### src/rtl/baud_cfg_ctrl.sv
// Baud rate configuration sequencer: shadows software writes, drains the UART,
// holds baud_gen in reset while new values load, then confirms ce_16 restarts.
module baud_cfg_ctrl #(
    parameter int unsigned DEF_FREQ      = 576,
    parameter int unsigned DEF_LIMIT     = 15049,
    parameter int unsigned RST_CYCLES    = 4,
    parameter int unsigned DRAIN_TIMEOUT = 65535,
    parameter int unsigned TICK_TIMEOUT  = 4096
) (
    input  logic        clock,
    input  logic        reset,
    input  logic        wr_en,
    input  logic [1:0]  wr_addr,
    input  logic [15:0] wr_data,
    input  logic [1:0]  rd_addr,
    output logic [15:0] rd_data,
    input  logic        uart_busy,
    input  logic        ce_16,
    output logic [11:0] baud_freq,
    output logic [15:0] baud_limit,
    output logic        baud_rst,
    output logic        cfg_busy,
    output logic        cfg_done
);

    localparam logic [2:0] IDLE      = 3'd0;
    localparam logic [2:0] CHECK     = 3'd1;
    localparam logic [2:0] DRAIN     = 3'd2;
    localparam logic [2:0] HOLD      = 3'd3;
    localparam logic [2:0] WAIT_TICK = 3'd4;
    localparam logic [2:0] DONE      = 3'd5;

    localparam logic [11:0] DEF_F   = 12'(DEF_FREQ);
    localparam logic [15:0] DEF_L   = 16'(DEF_LIMIT);
    localparam logic [15:0] RST_C   = 16'(RST_CYCLES);
    localparam logic [15:0] DRAIN_T = 16'(DRAIN_TIMEOUT);
    localparam logic [15:0] TICK_T  = 16'(TICK_TIMEOUT);

    logic [2:0]  state;
    logic [11:0] shadow_freq;
    logic [15:0] shadow_limit;
    logic [11:0] pend_freq;
    logic [15:0] pend_limit;
    logic [15:0] cnt;
    logic [15:0] cnt_inc;
    logic        param_err;
    logic        drain_err;
    logic        tick_err;
    logic        wr_ctl;
    logic        apply;
    logic        err_clr;

    assign wr_ctl   = wr_en && (wr_addr == 2'd2);
    assign apply    = wr_ctl && wr_data[0];
    assign err_clr  = wr_ctl && wr_data[1];
    assign cnt_inc  = (cnt == 16'hFFFF) ? cnt : cnt + 16'd1;
    assign cfg_busy = (state != IDLE);
    assign cfg_done = (state == DONE);

    // Shadow registers take software writes in any state
    always_ff @(posedge clock or posedge reset) begin
        if (reset) begin
            shadow_freq  <= DEF_F;
            shadow_limit <= DEF_L;
        end else if (wr_en) begin
            if (wr_addr == 2'd0) shadow_freq  <= wr_data[11:0];
            if (wr_addr == 2'd1) shadow_limit <= wr_data;
        end
    end

    // Update sequence; a clear lands before any error set in the same cycle
    always_ff @(posedge clock or posedge reset) begin
        if (reset) begin
            state      <= IDLE;
            pend_freq  <= DEF_F;
            pend_limit <= DEF_L;
            cnt        <= '0;
            baud_freq  <= DEF_F;
            baud_limit <= DEF_L;
            baud_rst   <= 1'b0;
            param_err  <= 1'b0;
            drain_err  <= 1'b0;
            tick_err   <= 1'b0;
        end else begin
            if (err_clr) begin
                param_err <= 1'b0;
                drain_err <= 1'b0;
                tick_err  <= 1'b0;
            end
            case (state)
                IDLE: begin
                    if (apply) begin
                        pend_freq  <= shadow_freq;
                        pend_limit <= shadow_limit;
                        state      <= CHECK;
                    end
                end
                CHECK: begin
                    if (pend_freq == '0 || pend_limit == '0) begin
                        param_err <= 1'b1;
                        state     <= DONE;
                    end else begin
                        cnt   <= '0;
                        state <= DRAIN;
                    end
                end
                DRAIN: begin
                    if (!uart_busy) begin
                        baud_freq  <= pend_freq;
                        baud_limit <= pend_limit;
                        baud_rst   <= 1'b1;
                        cnt        <= 16'd1;
                        state      <= HOLD;
                    end else if (cnt_inc >= DRAIN_T) begin
                        drain_err <= 1'b1;
                        state     <= DONE;
                    end else begin
                        cnt <= cnt_inc;
                    end
                end
                HOLD: begin
                    if (cnt >= RST_C) begin
                        baud_rst <= 1'b0;
                        cnt      <= '0;
                        state    <= WAIT_TICK;
                    end else begin
                        cnt <= cnt_inc;
                    end
                end
                WAIT_TICK: begin
                    if (ce_16) begin
                        state <= DONE;
                    end else if (cnt_inc >= TICK_T) begin
                        tick_err <= 1'b1;
                        state    <= DONE;
                    end else begin
                        cnt <= cnt_inc;
                    end
                end
                DONE: begin
                    state <= IDLE;
                end
                default: begin
                    state <= IDLE;
                end
            endcase
        end
    end

    // Registered read mux, one cycle behind rd_addr
    always_ff @(posedge clock or posedge reset) begin
        if (reset) begin
            rd_data <= '0;
        end else begin
            case (rd_addr)
                2'd0:    rd_data <= {4'b0, shadow_freq};
                2'd1:    rd_data <= shadow_limit;
                2'd2:    rd_data <= {12'b0, tick_err, drain_err,
                                     param_err, cfg_busy};
                default: rd_data <= {4'b0, baud_freq};
            endcase
        end
    end

endmodule

### config.mk
export PLATFORM = sky130hd
export DESIGN_NAME = baud_cfg_ctrl
export DESIGN_NICKNAME = d
export VERILOG_FILES = /design/src/rtl/baud_cfg_ctrl.sv
export SDC_FILE = /design/constraint.sdc
export NUM_CORES = 1
export LEC_CHECK = 0
export BUFFER_PORTS_ARGS = -buffer_cell sky130_fd_sc_hd__buf_2
export CELL_PAD_IN_SITES_DETAIL_PLACEMENT = 0
export CELL_PAD_IN_SITES_GLOBAL_PLACEMENT = 2
export CORE_MARGIN = 2
export CORE_UTILIZATION = 35
export CTS_BUF_LIST = sky130_fd_sc_hd__clkbuf_16
export CTS_CLUSTER_DIAMETER = 200
export DETAILED_ROUTE_END_ITERATION = 8
export MAX_ROUTING_LAYER = met4
export PLACE_DENSITY = 0.72
export SLEW_MARGIN = 20
export SYNTH_ARGS = -nofsm -noshare
export SYNTH_HDL_FRONTEND = slang
export SYNTH_SLANG_ARGS = --single-unit
### constraint.sdc
create_clock -name clock -period 4.2 [get_ports clock]
set_input_delay 0.84 -clock clock [delete_from_list [all_inputs] [get_ports clock]]
set_output_delay 0.84 -clock clock [all_outputs]
set_load 0.03 [all_outputs]
==> out/summary.md <==
The flow ran to the end, and the final reports show no timing, DRC or antenna violations. For the number of antenna violations at the first check in global routing, the log shows 0. The type of destination of the critical path was a flip-flop. dfrtp_1 is the most common cell in the netlist. For the proportion of power drawn by the clock network, the log shows 28.4%. The final period utilization works out to 76.7%. The first TritonRoute pass finished after 4 iterations. For this run, asynchronously set or reset flops after synthesis account for 100%. The tools report the remaining antenna violation count after routing as 0. The tree built by TritonCTS fans out to 123 sinks.

In the synthesized netlist the dominant register cell turns out to be dfrtp_1. The clock passes through at most 2 buffers. For this run, the register share of the synthesized area comes to 55.4%. Yosys printed 0 warnings. Data on the critical path is required at its endpoint by 4.49 ns. The top-level port count came out at 72. For the max-slew headroom at the worst pin, the log shows 29.2%. The run gives 0 as the number of hold violations in the final report.

For the total routed wirelength, the log shows 14.1 mm. The summed area of non-filler cells in the final layout came out at 6730 sq um. The count of input and output buffers was 71; the number of gates resized after CTS was 0. The tools report the number of nets produced by synthesis as 486.

The core region area is 15800 sq um, and the number of buffers inserted for hold repair after clock tree synthesis is 0. The pin count of the biggest net entering global routing was 69; the clock slew seen by the registers of the worst setup and hold paths was 0.05 ns. The top-area cell type share of the netlist area was 41.4%; the final period demand of the worst path was 3.22 ns. The worst IR drop on VDD was 0.000386 V; the post-synthesis average cell area was 12.2 sq um. The H-tree was split into 4 levels. In the final layout, the share of cells above drive strength 1 is 43.0%. The total buffers and inverters traversed by the critical path works out to 0.

The maximum fanout along the worst path came out at 8. Summed over all nets, the half-perimeter wirelength after detailed placement is 9.72 mm. By count the netlist is led by dfrtp_1, mux2_2, dfstp_2, nand2_1, nor2_1. Main combinational cell family by area after synthesis: multiplexers. After detailed placement, the design holds a cell count of 724. The run gives 0 as the number of slew-limit violations in the final report. The biggest cell delay along the critical path came out at 0.55 ns. The global-route wire length before repair was 22.7 mm. The register bit total from synthesis works out to 123.

0 antenna diodes ended up in the layout. The highest clock rate was 310 MHz. The floorplan step set the die width to 131 microns. After detailed placement, the total cell area comes to 6210 sq um.

Transition time at the pin with the least slew margin: 1.06 ns. Global routing used 18.5% of the available tracks across all layers. The die height is 131 microns. On the critical path the largest part of the delay comes from simple AND/OR/NAND/NOR gates.

The tools report the post-synthesis cell type count as 53. TritonCTS built the clock tree. The number of global-route vias before repair was 3979; the number of enable flip-flop cells after synthesis was 0.

For this run, design rule violations remaining after detail routing come to 0. The later pin in the worst-skew pair is clocked with a latency of 0.42 ns. The logs give 17 for the TritonCTS buffer count and 1.65 mW for the switching component of the power.

Global placement routability congestion: 0.857. The areal power density over the cells was 685 nW/um^2. The min-delay analysis places its worst path in the category flip-flop to flip-flop. The run gives 3875 as the count of vias placed by the detailed router. Category of the worst setup path launch point: a flip-flop.

The synthesized-area fraction occupied by ao, oa, aoi and oai cells is 7.55%, and the adder-cell share of the synthesized area is 0.445%. The xor/xnor cell area share of the yosys netlist is 0.623%, and the final-layout setup total negative slack is 0 ns. The netlist area before placement is 5620 sq um. The largest area contributor in the synthesized netlist is dfrtp_1. Per report_power, the combinational group accounts for 30.4% of the total. The internal power consumption is 2.96 mW, and the number of rows created at floorplan is 46. Relative to the synthesized area, the layout overhead comes to 19.7%.

The synthesized netlist devotes 12.4% of its cell area to simple gates. The tools report the remaining global-route overflow as 0. The mean routed wirelength per cell came out at 18.7 microns. The root buffer cell chosen for the clock tree is clkbuf_16. The final instance count without filler cells came out at 756. Net switching is 35.8% of the power.

The tools report the fraction of power consumed by sequential logic as 41.2%. In the post-synthesis netlist, the biggest area contributors are dfrtp_1, mux2_2, dfstp_2, nand2_1, mux2i_1. Setup repair after global routing left no endpoint under its margin. After the first detailed-routing iteration, the DRC count stood at 266. The die covers 17100 sq um. After layout, the design draws a total of 4.61 mW. For the worst setup path, the data arrival time is 3.51 ns. The detailed-route vias per instance was 5.13. In the final design database the tool counted 554 nets. The starting density of the core is 35.6%. The slowest library cell on the worst path is o22ai_1. For the number of endpoints failing setup at the final stage, the log shows 0. The critical path goes through ha_1 -> nand3_1 -> nor3_1 -> mux2i_1 -> nand4_1 -> o22ai_1 -> and2_1 -> mux2_4. Multiplexer cells account for 21.0% of the synthesized area. Setup slack on the worst reg-to-reg path comes out at 0.98 ns.

The logs give 459 for the post-synthesis instance total and 0 for the post-CTS repair timing setup buffer count. The leakage dissipation is 2.99 nW. Across the routed clock network, the largest skew measured is 0.0174 ns. The critical path is of the flip-flop to flip-flop type. The run gives 0 as the number of maximum-capacitance violations.
==> registers in the layout, indices dropped and copies added (netlist names) <==
register / flops
tick_err: 1
shadow_freq: 12
baud_limit: 16
rd_data: 16
param_err: 1
pend_freq: 12
baud_freq: 12
shadow_limit: 16
cnt: 16
state: 3
baud_rst: 1
drain_err: 1
pend_limit: 16
==> per-stage QoR <==
| step | setup WS (ns) | hold slack (ns) | util [%] |
|---|---|---|---|
| global placement | 1.07 | 0.490 | 39.4 |
| finish | 0.979 | 0.504 | 42.7 |
| global route | 0.747 | 0.533 | 42.7 |
| CTS | 0.987 | 0.508 | 42.7 |
| detailed placement | 1.02 | 0.491 | 39.4 |
| floorplan | 0.139 | 0.442 | - |
==> final cells by class <==
type                    count  area, sq um
inverters                   7         28.8
multi-input cells         301         2380
clock buffers              17          425
well taps                 216          270
fillers                  1523         9040
repair buffers             77          413
clock inverters            15          100
flip-flops and latches    123         3120
==> routing by layer <==
| layer | global-route usage (%) | vias to the layer above | share of wire, % |
|---|---|---|---|
| met5 | - | - | 0 |
| met4 | 6.51 | 0 | 1.6 |
| li1 | - | 1827 | - |
| met1 | 25.2 | 1939 | 47 |
| met3 | 5.78 | 13 | 5.3 |
| met2 | 26.1 | 96 | 46 |
==> cell usage in the layout, fill, tap and decap left out, types with 6 or more instances in the layout <==
master and instances:
buf_2 71, nor2_1 23, mux2i_1 10, nand4_1 6
o21ai_0 20, clkbuf_16 17, dfstp_2 30, dfrtp_1 93
a31oi_1 8, nand3_1 15, o31ai_1 6, nor4_1 16
inv_1 11, nand2_1 29, a21oi_1 14, mux2_2 84
and2_1 6
==> cells by family after synthesis <==
group,count (synthesis)
multiplexers,101
AO/OA/AOI/OAI,66
buffers and inverters,35
XOR/XNOR,4
adder cells (fa/ha/maj),2
AND/OR/NAND/NOR,128
flip-flops,123
==> final timing paths <==
check,from,end,depth (start not counted)
worst max-delay path,cnt[0],cnt[14],8
worst min-delay path,baud_limit[2],baud_limit[2],1
worst max register to register,cnt[0],cnt[14],8
worst min register to register,baud_limit[2],baud_limit[2],1
max in group asynchronous,reset,pend_limit[0],3
min in group asynchronous,reset,rd_data[2],2
==> power by group through the flow <==
stage / Sequential (mW) / Combinational [mW] / Clock, mW
2_1_floorplan: 2.11 / 0.768 / 0
3_3_place_gp: 1.91 / 1.40 / 0
3_5_place_dp: 1.92 / 1.42 / 0
4_1_cts: 1.90 / 1.42 / 1.34
5_1_grt: 1.96 / 1.52 / 1.41
6_report: 1.90 / 1.40 / 1.31
No activity file was read; power rests on OpenSTA's default activity.
